===== src/rtl/modulo_contador_sync_param_updown.sv =====
// Parametrised modulo-MODULUS up/down counter with parallel load, count enable
// and wrap/saturate bound mode. Cascade stages by feeding carry_out into the next enable.
module modulo_contador_sync_param_updown #(
    parameter int WIDTH       = 7,
    parameter int MODULUS     = 100,
    parameter int RESET_VALUE = 0
) (
    input  logic             clock,
    input  logic             clear,
    input  logic             enable,
    input  logic             load,
    input  logic [WIDTH-1:0] load_value,
    input  logic             up_down,
    input  logic             saturate,
    output logic [WIDTH-1:0] q,
    output logic             carry_out,
    output logic             at_bound
);

    // Bound taken in WIDTH bits so MODULUS == 2**WIDTH does not overflow.
    localparam logic [WIDTH-1:0] MAX_VAL   = WIDTH'(MODULUS - 1);
    localparam logic [WIDTH-1:0] RESET_VAL = WIDTH'(RESET_VALUE);

    logic [WIDTH-1:0] count_q, count_d;
    logic             at_bound_q, at_bound_d;
    logic             at_max, at_zero;

    assign at_max  = (count_q == MAX_VAL);
    assign at_zero = (count_q == '0);

    always_comb begin
        // NOTE: every output of this block gets a default first, so no path can infer a latch.
        count_d = count_q;
        if (!clear) begin
            count_d = RESET_VAL;
        end else if (load) begin
            count_d = (load_value > MAX_VAL) ? MAX_VAL : load_value;
        end else if (enable) begin
            if (up_down) begin
                if (at_max) count_d = saturate ? count_q : '0;
                else        count_d = count_q + 1'b1;
            end else begin
                if (at_zero) count_d = saturate ? count_q : MAX_VAL;
                else         count_d = count_q - 1'b1;
            end
        end
        at_bound_d = up_down ? (count_d == MAX_VAL) : (count_d == '0);
    end

    // NOTE: state registers use non-blocking assignments so every flop samples pre-edge values.
    always_ff @(posedge clock) begin
        count_q    <= count_d;
        at_bound_q <= at_bound_d;
    end

    assign q         = count_q;
    assign at_bound  = at_bound_q;
    assign carry_out = clear & enable & ~load & (up_down ? at_max : at_zero);

endmodule


===== config.mk =====
export PLATFORM = sky130hd
export DESIGN_NAME = modulo_contador_sync_param_updown
export DESIGN_NICKNAME = d
export VERILOG_FILES = /design/src/rtl/modulo_contador_sync_param_updown.sv
export SDC_FILE = /design/constraint.sdc
export NUM_CORES = 1
export LEC_CHECK = 0
export ABC_AREA = 1
export CAP_MARGIN = 10
export CORE_MARGIN = 2
export CORE_UTILIZATION = 43
export CTS_CLUSTER_DIAMETER = 80
export CTS_CLUSTER_SIZE = 20
export DETAILED_ROUTE_END_ITERATION = 8
export GPL_TIMING_DRIVEN = 0
export PLACE_DENSITY = 0.75
export SLEW_MARGIN = 20
export SYNTH_ARGS = -nofsm -noshare
export SYNTH_HDL_FRONTEND = slang
export SYNTH_SLANG_ARGS = --single-unit

===== constraint.sdc =====
create_clock -name clock -period 2.1 [get_ports clock]
set_input_delay 0.42 -clock clock [delete_from_list [all_inputs] [get_ports clock]]
set_output_delay 0.42 -clock clock [all_outputs]
set_load 0.01 [all_outputs]

=== After elaboration in Yosys (flattened, before gate mapping) ===
Cells that the tools add are included.

* Register bits: 8
* Input bits: 13
* Output and inout port bits: 9
* Logic and storage cells: 24

* Add/subtract/negate cells: 2
* Magnitude comparators: 1
* Eq/ne operators: 2
* Mux-type cells: 11
* Bitwise operators: 4
* Reduce and logical (&&, ||, !) cells: 2

{| class="wikitable"
|+ Operators with widths
! cell !! number
|-
| 7-bit two-way mux || 9
|-
| 7-bit == test (second input constant) || 2
|-
| 7-bit zero test || 2
|-
| 7-bit by 1-bit adder with 7-bit output (second input constant) || 1
|-
| 7-bit > comparator (second input constant) || 1
|-
| 7-bit by 1-bit subtractor with 7-bit output (second input constant) || 1
|-
| 1-bit AND || 3
|-
| 1-bit two-way mux || 2
|-
| 1-bit NOT || 1
|}

=== Longest topological paths before layout ===
Gate-level depths: netlist (run 1).

* Depth in word-level cells: 8
* Gate-level depth with buffers: 16
* Gate-level depth less buffers: 16

=== Worst setup path after synthesis (run 1) ===
OpenSTA, ideal clock, no wires.

* Path type: reg-to-output
* Start: register count_q[0], in the netlist q[0]
* End: output port carry_out
* Data arrival time: 1.520 ns
* Setup slack: 0.160 ns
* Stages on the path, launching flop included: 8
* Cell sequence: dfxtp_1 ha_1 nand2_1 inv_1 nand3_2 nand2_2 nand2_2 nor4_1

* Word-level cells in the longest chain between the ends: 3
* Elaborated cells between the ends (all ways): 4
* Classes of those cells: eq/ne: 1; mux: 1; bitwise: 1; reduce/logical: 1

{| class="wikitable"
|+ Ends and longest elaborated chain
! what !! line !! source
|-
| start: declaration || 24 || <nowiki>logic [WIDTH-1:0] count_q, count_d;</nowiki>
|-
| start signal: assignment || 52 || <nowiki>count_q <= count_d;</nowiki>
|-
| 7-bit == test / 7-bit zero test (equally long branches) || 28, 29 ||
|-
| 1-bit two-way mux * || 58 || <nowiki>assign carry_out = clear & enable & ~load & (up_down ? at_max : at_zero);</nowiki>
|-
| 1-bit AND * || 58 ||
|-
| end: declaration || 16 || <nowiki>output logic carry_out,</nowiki>
|}

Mark *: on every way between the ends. The rest lies on a longest branch, timed or not.

=== Worst setup path in the final report (run 1) ===
Ends and elaborated chain as after synthesis.

==> flow_metrics.env, run 1 <==
export IMPL_yosys_cell_types_count=27
export IMPL_nFillCells=192
export IMPL_syn_area_per_cell_um2=5.550
export IMPL_die_area_um2=2808
export IMPL_place_inst=235
export IMPL_fin_cells=249
export IMPL_synth_seq_area_share_pct=15.52
export IMPL_internal_power_mw=0.3691
export IMPL_dpl_hpwl_um=2171
export IMPL_hold_class="flip-flop to flip-flop"
export IMPL_rsz0062_at_grt="true"
export IMPL_syn_nets=202
export IMPL_outcome="complete, no violations"
export IMPL_ff2ff_setup_slack_ps=210
export IMPL_num_vias=1310
export IMPL_slew_headroom_pct=63.13
export IMPL_path_common_cell="nand2_4"
export IMPL_setup_tns_ps=0
export IMPL_place_congestion=0.9328
export IMPL_max_cap_violations=0
export IMPL_sw_frac_of_total_pct=40.09
export IMPL_initial_utilization_pct=46.22
export IMPL_hold_viol=0
export IMPL_startpoint_type="flip-flop"
export IMPL_fin_util_pct=65.66
export IMPL_antenna_cells=0
export IMPL_p_switching_mw=0.2469
export IMPL_final_cell_mix="nand2_1 (65), inv_1 (19), nor2_1 (19)"
export IMPL_whs_ps=700.3
export IMPL_yosys_warnings=0
export IMPL_p_seq_share_pct=30.5
export IMPL_worst_pin_slew_ps=553.1
export IMPL_min_period_ps=2059
export IMPL_drt_wl_total_um=3020
export IMPL_drive_above_1_share_pct=22.62
export IMPL_cts_tree="yes"
export IMPL_fmax_mhz=485.6
export IMPL_setup_viol=0
export IMPL_vias_per_cell=5.261
export IMPL_die_y_um=53.00
export IMPL_cts_htree_levels=1
export IMPL_crit_type="flip-flop to output pin"
export IMPL_place_area_um2=1277
export IMPL_skew_ps=0.5891
export IMPL_design_area_um2=1466
export IMPL_first_pass_iters=6
export IMPL_worstPathMaxFanout=7
export IMPL_layout_commonest_cell="nand2_1"
export IMPL_nNetsFinal=239
export IMPL_cp_data_arrival_time_ps=1640
export IMPL_cp_required_ps=1680
export IMPL_slowest_delay_ps=410
export IMPL_portBuffers=21
export IMPL_synthArstFlopShare_pct=0
export IMPL_synth_edff_count=0
export IMPL_power_density_nw_per_um2=420.1
export IMPL_grt_ovfl_total=0
export IMPL_drtIter0Drc=34
export IMPL_grt_pass1_wl_um=4595
export IMPL_drv_slew=0
export IMPL_grt_max_degree=11
export IMPL_cts_max_path_buffers=2
export IMPL_ir_drop_uv=313.8
export IMPL_crit_path_top_delay_cell="dfxtp_4"
export IMPL_syn_inst=186
export IMPL_clockPowerShare_pct=18.2
export IMPL_drc=0
export IMPL_core_area_um2=2233
export IMPL_numCtsBuffers=3
export IMPL_end_kind="output pin"
export IMPL_ant_nets=0
export IMPL_die_width_um=53.00
export IMPL_wire_per_inst_um=12.13
export IMPL_cts_sinks=8
export IMPL_ios=22
export IMPL_grt_pass1_vias=1112
export IMPL_cts_root_buf="clkbuf_4"
export IMPL_rows=17
export IMPL_cp_cell_sequence="ha_4 -> nand2_2 -> inv_2 -> nand3_4 -> nand2_4 -> nand2_4 -> nor4_4 -> buf_2"
export IMPL_clk_pin_slew_ps=50
export IMPL_power_frac_comb_pct=51.2
export IMPL_antenna_found_initial=0
export IMPL_area_growth_pct=42.06
export IMPL_period_share_pct=98.07
export IMPL_synth_top_flop_cell="dfxtp_1"
export IMPL_clock_latency_ps=250
export IMPL_ys_seq_elements=8
export IMPL_power_leakage_nw=0.7214
export IMPL_gr_usage_all_layers_pct=22.22
export IMPL_synth_area_um2=1032
## registers in the layout (all words and copies together) (netlist names)
register and cells:
at_bound 1, q 7
## cell usage after synthesis, types with 2 or more instances
cell	instances	area share, %
nand2_1	66	24
inv_1	24	8.7
nor2_1	20	7.3
a21oi_1	14	6.8
nand3_1	13	6.3
dfxtp_1	8	16
o21ai_0	5	2.4
nand2_2	4	2.4
nand3_2	4	3.9
nand4_1	4	2.4
a21oi_2	3	2.5
ha_1	3	3.6
nor2_2	3	1.8
nand3b_1	2	1.5
## metal layers
metal | global-route usage [%] | wire [um] | vias up | part of all wire, %
li1 | - | - | 664 | -
met1 | 26.92 | 1254 | 574 | 42
met2 | 38.54 | 1508 | 62 | 50
met3 | 2.825 | 204 | 10 | 6.8
met4 | 10.26 | 53 | 0 | 1.8
met5 | 0 | 0 | - | 0
## worst paths after layout
check / start / to / cells past startpoint
setup / recovery: q[0]$_DFF_P_ / carry_out / 8
hold / removal: q[0]$_DFF_P_ / q[0]$_DFF_P_ / 3
setup reg to reg: q[0]$_DFF_P_ / at_bound$_DFF_P_ / 17
hold reg to reg: q[0]$_DFF_P_ / q[0]$_DFF_P_ / 3
## worst max-delay path, delay by kind of cell (launching register included)
family	cells	cell delay (ps)
simple gates	5	550
flops	1	410
buf+inv	2	260
fa+ha+maj	1	180
## cells by family (layout without fill, tap and decap cells)
family	Yosys count	count (layout)	share of synthesized area (%)
compound gates	23	23	13.33
fa+ha+maj	3	3	3.637
simple gates	121	121	54.06
xor+xnor	2	2	1.697
buf+inv	29	64	11.76
flops	8	8	15.51
## per-stage QoR
step / total power, mW / worst slack, ps
2_1_floorplan: 0.3615 / 159.7
6_report: 0.6160 / 40.61
4_1_cts: 0.5772 / 2.345
5_1_grt: 0.6599 / -40.09
3_3_place_gp: 0.4447 / -621.0
3_5_place_dp: 0.4538 / -641.7
## power by group through the flow
stage	clock network [mW]	registers, mW	logic [mW]
6_report	0.112	0.188	0.316
5_1_grt	0.122	0.190	0.348
2_1_floorplan	0	0.188	0.173
3_3_place_gp	0	0.186	0.258
4_1_cts	0.118	0.187	0.273
3_5_place_dp	0	0.188	0.266
## area by class of cell
type | instances | area, um2 | share of cell area, %
sequential | 8 | 168.9 | 11.52
timing repair buffer | 32 | 289.0 | 19.71
tap | 28 | 35.03 | 2.389
buffer | 4 | 27.53 | 1.877
clock buffer | 3 | 22.52 | 1.536
multi-input combinational | 149 | 823.3 | 56.14
inverter | 25 | 100.1 | 6.826
## timing repair
action	CTS	global route
hold buffers	0	0
pin swaps	0	7
setup buffers	1	10
gates resized for setup	15	18
endpoints found under the setup margin	1	1
endpoints found under the hold margin	0	0
Power figures use the tool's default switching activity.
==> inputs of run 2 (changes only) <==
Settings changed: CAP_MARGIN 10 to 20.
==> results of run 2 <==
No change in the layout: final DEF, timing and power equal those of run 1.
==> inputs of run 3 (changes only) <==
--- a/constraint.sdc
+++ b/constraint.sdc
@@ -3,2 +3,2 @@
 set_output_delay 0.42 -clock clock [all_outputs]
-set_load 0.01 [all_outputs]
+set_load 0.1 [all_outputs]
==> run 3 against run 2 <==
The flow now finishes with violations (negative setup slack). Worst setup slack got worse by 57 ps. Die area unchanged. Power increased by 15%. First-iteration DRC count increased by 12%. Flip-flop and latch count unchanged. Core utilization decreased by 1.3 points. Register-to-register slack improved by 60 ps. Clock skew increased by 16 ps. Via count decreased by 2.8%. Hold slack got worse by 14 ps. Cell area decreased by 2.0%. Non-clock buffer count decreased by 4. Highest routed layer unchanged.
==> flow_metrics.env, run 3 (synthesis gave the netlist of run 1 again) <==
export IMPL_fin_ws_ps=-15.93
export IMPL_cts_hold_buf=0
export IMPL_first_pass_iters=4
export IMPL_min_period_ps=2116
export IMPL_period_share_pct=100.8
export IMPL_wire_per_inst_um=12.04
export IMPL_layout_commonest_cell="nand2_1"
export IMPL_startpoint_type="input port"
export IMPL_skew_ps=16.32
export IMPL_design_area_um2=1438
export IMPL_p_total_mw=0.7092
export IMPL_antenna_found_initial=0
export IMPL_clk_pin_slew_ps=70
export IMPL_crit_start="load"
export IMPL_failed_checks="negative setup slack"
export IMPL_drt_wl_total_um=2962
export IMPL_end_kind="output pin"
export IMPL_grt_ovfl_total=0
export IMPL_power_density_nw_per_um2=493.3
export IMPL_drv_slew=0
export IMPL_ios=22
export IMPL_place_congestion=0.8765
export IMPL_worstPathMaxFanout=10
export IMPL_worst_pin_slew_ps=961.2
export IMPL_slew_headroom_pct=36.17
export IMPL_final_cell_mix="nand2_1 (65), inv_1 (19), nor2_1 (19)"
export IMPL_dpl_hpwl_um=2286
export IMPL_gr_usage_met3_pct=3.390
export IMPL_ant_nets=0
export IMPL_cts_tree="yes"
export IMPL_drtIter0Drc=38
export IMPL_crit_path_top_delay_cell="clkdlybuf4s50_1"
export IMPL_cp_endpoint="carry_out"
export IMPL_die_width_um=53.00
export IMPL_cts_sinks=8
export IMPL_crit_type="input port to output pin"
export IMPL_fmax_mhz=472.6
export IMPL_slowest_delay_ps=410
export IMPL_core_area_um2=2233
export IMPL_cp_depth=4
export IMPL_gr_usage_all_layers_pct=23.58
export IMPL_ff2ff_setup_slack_ps=270
export IMPL_cts_htree_levels=1
export IMPL_rsz0062_at_grt="true"
export IMPL_p_seq_share_pct=26.2
export IMPL_outcome="complete, but fails checks"
export IMPL_worstRegToRegCells=15
export IMPL_place_ws_ps=-1289
export IMPL_vias_per_cell=5.175
export IMPL_nNetsFinal=235
export IMPL_cp_data_arrival_time_ps=1700
export IMPL_fin_util_pct=64.37
export IMPL_die_y_um=53.00
export IMPL_place_area_um2=1329
export IMPL_initial_utilization_pct=46.22
export IMPL_path_delay_family="buffers and inverters"
export IMPL_portBuffers=21
export IMPL_clock_latency_ps=270
export IMPL_cp_required_ps=1680
export IMPL_drc=0
export IMPL_clockPowerShare_pct=19.3
export IMPL_area_growth_pct=39.27
export IMPL_setup_viol=1
export IMPL_busiest_layer="met2"
export IMPL_sw_frac_of_total_pct=48.47
export IMPL_reg2reg_from="q[0]$_DFF_P_"
export IMPL_hold_viol=0
export IMPL_grt_pass1_vias=1149
export IMPL_groute_layer_met2_usage_pct=43.54
export IMPL_grt_max_degree=11
export IMPL_cts_max_path_buffers=2
export IMPL_p_switching_mw=0.3437
export IMPL_crit_buf_inv=3
export IMPL_hold_class="flip-flop to flip-flop"
export IMPL_grt_use_met1_pct=26.62
export IMPL_largest_register_ffs=7
export IMPL_die_area_um2=2808
export IMPL_numCtsBuffers=3
export IMPL_antenna_cells=0
export IMPL_drive_above_1_share_pct=22.94
export IMPL_r2r_end="at_bound$_DFF_P_"
export IMPL_internal_power_mw=0.3655
export IMPL_ir_drop_uv=364.9
export IMPL_num_vias=1273
export IMPL_max_cap_violations=0
export IMPL_power_frac_comb_pct=54.5
export IMPL_power_leakage_nw=0.7250
export IMPL_grt_pass1_wl_um=4830
export IMPL_cp_cell_sequence="clkdlybuf4s50_1 -> clkbuf_1 -> nor4_4 -> buf_6"
export IMPL_rows=17
export IMPL_cts_root_buf="clkbuf_4"
run 3: layout make-up:
cell class | count | area, um2
flip-flops and latches | 8 | 176.4
inverters | 25 | 97.59
well taps | 28 | 35.03
plain buffers | 4 | 27.53
repair buffers | 28 | 251.5
multi-input cells | 149 | 823.3
clock buffers | 4 | 26.28
fillers | 230 | 795.8
run 3: how the worst min path moves through the flow:
stage / endpoint / startpoint / slack (ps) / cells past startpoint
2_1_floorplan: q[1]$_DFF_P_ / clear / 540 / 2
3_3_place_gp: q[0]$_DFF_P_ / q[0]$_DFF_P_ / 560 / 2
3_5_place_dp: q[0]$_DFF_P_ / q[0]$_DFF_P_ / 570 / 2
4_1_cts: q[0]$_DFF_P_ / q[0]$_DFF_P_ / 690 / 3
5_1_grt: q[0]$_DFF_P_ / q[0]$_DFF_P_ / 700 / 3
6_report: q[0]$_DFF_P_ / q[0]$_DFF_P_ / 690 / 3
run 3: power groups by stage:
stage	Sequential, mW	Combinational [mW]	Clock (mW)
floorplan	0.274	0.182	0
global placement	0.190	0.351	0
detailed placement	0.191	0.359	0
CTS	0.184	0.371	0.138
global route	0.188	0.423	0.146
finish	0.186	0.386	0.137
run 3: what timing repair did:
item	in CTS	in global routing
setup buffers	6	1
pin swaps	2	0
gates resized for setup	20	10
endpoints found under the setup margin	9	1
run 3: tightest hold or removal path, delay by kind of cell (launching register included):
family                 cells  cell delay, ps
DFF                        1             380
buffers and inverters      1             140
and+or+nand+nor            1              80
AOI/OAI and AO/OA          1              60
run 3: through the flow:
stage	TNS (ps)	cells	hold slack, ps
floorplan	-556.0	186	545.0
global placement	-1429	235	555.5
detailed placement	-1502	235	568.2
CTS	-96.47	245	689.7
global route	-89.37	246	696.4
finish	-15.93	246	685.9
run 3: metal layers:
layer  wire, um  share of wire, %
met3        194               6.5
met4         32               1.1
met1       1233                42
met5          0                 0
met2       1501                51
